[config.mk]
export PLATFORM = sky130hd
export DESIGN_NAME = nbit_gate_ref
export DESIGN_NICKNAME = d
export VERILOG_FILES = /design/src/rtl/nbit_logic_checker_gate_ref.sv
export SDC_FILE = /design/constraint.sdc
export NUM_CORES = 1
export LEC_CHECK = 0
export CAP_MARGIN = 20
export CORE_AREA = 2 2 39 41
export DETAILED_ROUTE_END_ITERATION = 12
export DIE_AREA = 0 0 41 43
export PLACE_DENSITY = 0.68
export SYNTH_ARGS = -nofsm -noshare
export SYNTH_HDL_FRONTEND = slang
export SYNTH_SLANG_ARGS = --single-unit
[constraint.sdc]
create_clock -name vclk -period 1.03
set_input_delay 0.1545 -clock vclk [all_inputs]
set_output_delay 0.1545 -clock vclk [all_outputs]
set_load 0.02 [all_outputs]
[src/rtl/nbit_logic_checker_gate_ref.sv]
// Combinational golden model of the seven two-input gate functions, bit-sliced.
module nbit_gate_ref #(
   parameter int WIDTH = 4
) (
   input  logic [WIDTH-1:0] i_in1,
   input  logic [WIDTH-1:0] i_in2,
   output logic [WIDTH-1:0] o_not,
   output logic [WIDTH-1:0] o_and,
   output logic [WIDTH-1:0] o_or,
   output logic [WIDTH-1:0] o_nand,
   output logic [WIDTH-1:0] o_nor,
   output logic [WIDTH-1:0] o_xor,
   output logic [WIDTH-1:0] o_xnor
);

   genvar gi;
   generate
      for (gi = 0; gi < WIDTH; gi++) begin : g_bit
         assign o_not[gi]  = ~i_in1[gi];
         assign o_and[gi]  = i_in1[gi] & i_in2[gi];
         assign o_or[gi]   = i_in1[gi] | i_in2[gi];
         assign o_nand[gi] = ~(i_in1[gi] & i_in2[gi]);
         assign o_nor[gi]  = ~(i_in1[gi] | i_in2[gi]);
         assign o_xor[gi]  = i_in1[gi] ^ i_in2[gi];
         assign o_xnor[gi] = ~(i_in1[gi] ^ i_in2[gi]);
      end
   endgenerate

endmodule

==> summary.md, run 1 <==
| Metric | Value |
|---|---|
| Outcome | completed |
| Multiplexer area fraction after synthesis | 0% |
| Fraction of layout instances using a drive strength above 1 | 63.64% |
| Worst stage delay on the critical path | 0.19 ns |
| Main combinational cell family by area after synthesis | adder cells |
| Die boundary height | 43 µm |
| Simple-gate share of the synthesized area | 0% |
| Required time at the worst-slack endpoint | 0.88 ns |
| Total Nets Final | 114 |
| Relative slew slack | 85.48% |
| Transition at the pin with the smallest max-transition slack | 0.2186 ns |
| Critical path's slowest cell | ha_1 |
| Routed vias/inst | 3.692 |
| Antenna-violating nets left | 0 |
| GR Util All Layers | 9.091% |
| Initial antenna violation count | 0 |
| Tightest Hold Check Type | primary input to output pin |
| Syn nets | 60 |
| Horizontal die dimension | 41 µm |
| Port Buffer Count | 36 |
| Nature of the critical path startpoint | primary input |
| Commonest non-fill, non-tap cells in the layout | 20 x buf_4, 14 x inv_1, 11 x ha_1, 11 x buf_2, 9 x buf_6 |
| Site Rows | 14 |
| Leakage dissipation | 0.4520 nW |
| Worst IR drop on VDD | 0.2312 mV |
| Number of iterations in the first detailed-routing pass | 2 |
| Placed cells | 103 |
| Number of remaining DRC errors | 0 |
| Max-capacitance violation count | 0 |
| Worst setup path endpoint | o_nor[2] |
| Critical path, cell by cell | clkdlybuf4s15_1 > inv_1 > buf_4 > ha_1 > buf_6 |
| Cell count after synthesis | 36 |
| Number of sequential cells | 0 |
| FF/Latch Area | 0 µm² |
| Highest attainable clock frequency | 983.7 MHz |
| Type of the worst setup path | primary input to output pin |
| # clk buffers | 0 |
| Slew Limit Fails | 0 |
| Final GP Congestion | 0.6144 |
| RSZ-0062 raised after global routing | true |
| XOR/XNOR Fraction of Synth Area | 0% |
| Total grt overflow | 0 |
| Post-detailed-routing wire length | 848 µm |
| Final hold vios | 0 |
| Avg Cell Area, Syn | 7.646 µm² |
| Total of warnings raised by yosys | 0 |
| Area overhead of the layout relative to synthesis | 173.2% |
| Most common library cell in the layout ignoring fill and taps | buf_4 |
| Die Area | 1763 µm² |
| Area fraction in compound gates after synthesis | 0% |
| Number of standard cells in the final layout excluding fillers | 104 |
| Initial DRC Count | 1 |
| Filler cells | 141 |
| Average routed wire per standard cell | 8.154 µm |
| IO Count | 36 |
| Number of diodes | 0 |
| Initial core utilization | 19.89% |
| Power density normalized to cell area | 483.5 nW/µm² |
| Pin count of the biggest net entering global routing | 3 |
| Final worst path period share | 98.70% |
| Hpwl dp | 757 µm |
| Global-route wire length before repair | 1200 µm |
| Final setup fails | 0 |
| Arrival time of data at the critical path endpoint | 0.86 ns |
| Sequential element share of the synthesized area | 0% |
| Core Box Area | 1384 µm² |
| Total standard cell area after synthesis | 275.3 µm² |
| Count of different cell masters after synthesis | 2 |
| Worst setup startpoint | i_in1[2] |
| Pwr Total | 0.0003636 W |
| Vias in the first global route | 310 |
| Synthesized-area fraction occupied by adder cells | 72.73% |
| Via count of the routed design | 384 |
| Maximum fanout along the worst path | 2 |
| Clock period minus worst slack | 1.017 ns |
| Critical Path Sink Type | output pin |
-- timing repair --
| item | in CTS | in global routing |
|---|---|---|
| hold buffers | 0 | 0 |
| pin swaps | 4 | 3 |
| resized for setup | 131 | 24 |
| setup buffers | 1 | 0 |
| endpoints found under the hold margin | 0 | 0 |
| endpoints found under the setup margin | 28 | 17 |
-- area by class of cell --
class / count / area [µm²] / share of cell area (%)
well taps: 16 / 20.02 / 2.662
repair buffers: 52 / 404.1 / 53.74
inverters: 20 / 75.07 / 9.983
multi-input cells: 16 / 252.7 / 33.61
-- power by group --
part / switching (W) / internal (W) / leakage, nW / total, W
Sequential: 0 / 0 / 0 / 0
Clock: 0 / 0 / 0 / 0
Combinational: 0.000190 / 0.000174 / 0.452 / 0.000364
Total: 0.000190 / 0.000174 / 0.452 / 0.000364
-- worst max-delay path, delay by kind of cell --
kind                     cells  cell delay (ns)
buffers and inverters        4             0.52
adder cells (fa/ha/maj)      1             0.19
-- cell families (layout without fill, tap and decap cells) --
kind of cell	Yosys count	count (layout)
buffers and inverters	20	72
adders and majority gates	16	16
-- worst min path at each step --
stage,cells past startpoint,startpoint,end,slack (ns)
final,4,i_in2[3],o_xor[3],0.75
after global routing,4,i_in1[0],o_xor[0],0.77
after CTS,4,i_in1[0],o_xor[0],0.86
after detailed placement,5,i_in2[3],o_xnor[3],1.49
after global placement,5,i_in2[2],o_xnor[2],1.50
after floorplan,1,i_in1[0],o_not[0],0.41
-- cell usage after synthesis, drive strengths merged --
library cell	instances	area (µm²)
inv	20	75.07
ha	16	200.2
-- metrics by stage --
step           area (µm²)  util (%)  TNS (ns)  setup slack [ns]  hold WS (ns)
6_report            752.0     54.34         0           0.01338        0.7498
3_5_place_dp        768.2     55.52    -18.24           -0.7652         1.494
2_1_floorplan       275.3         -         0           0.02426        0.4052
5_1_grt             752.0     54.34  -0.03463          -0.02142        0.7737
3_3_place_gp        768.2     55.52    -18.14           -0.7732         1.503
4_1_cts             695.7     50.27         0          0.002169        0.8565
-- per-layer routing --
layer	GRT usage [%]	routed length (µm)	vias to the layer above	share of wire, %
met5	0	0	-	0
met4	0	0	0	0
met2	19.69	533	15	63
met1	8.861	253	172	30
met3	0	61	0	7.2
li1	-	-	197	-
Note: power is estimated with default switching activity, not from simulation.
==> run 2, diff against run 1 <==
--- a/config.mk
+++ b/config.mk
@@ -10,6 +10,7 @@
 export DETAILED_ROUTE_END_ITERATION = 12
 export DIE_AREA = 0 0 41 43
 export PLACE_DENSITY = 0.68
+export SLEW_MARGIN = 0
 export SYNTH_ARGS = -nofsm -noshare
 export SYNTH_HDL_FRONTEND = slang
 export SYNTH_SLANG_ARGS = --single-unit
==> results of run 2 <==
Final layout, timing and power as in run 1 (identical DEF).
==> run 3, diff against run 2 <==
--- a/config.mk
+++ b/config.mk
@@ -10,7 +10,7 @@
 export DETAILED_ROUTE_END_ITERATION = 12
 export DIE_AREA = 0 0 41 43
 export PLACE_DENSITY = 0.68
-export SLEW_MARGIN = 0
+export SLEW_MARGIN = 20
 export SYNTH_ARGS = -nofsm -noshare
 export SYNTH_HDL_FRONTEND = slang
 export SYNTH_SLANG_ARGS = --single-unit
==> results of run 3 <==
Final layout, timing and power as in run 1 (identical DEF).
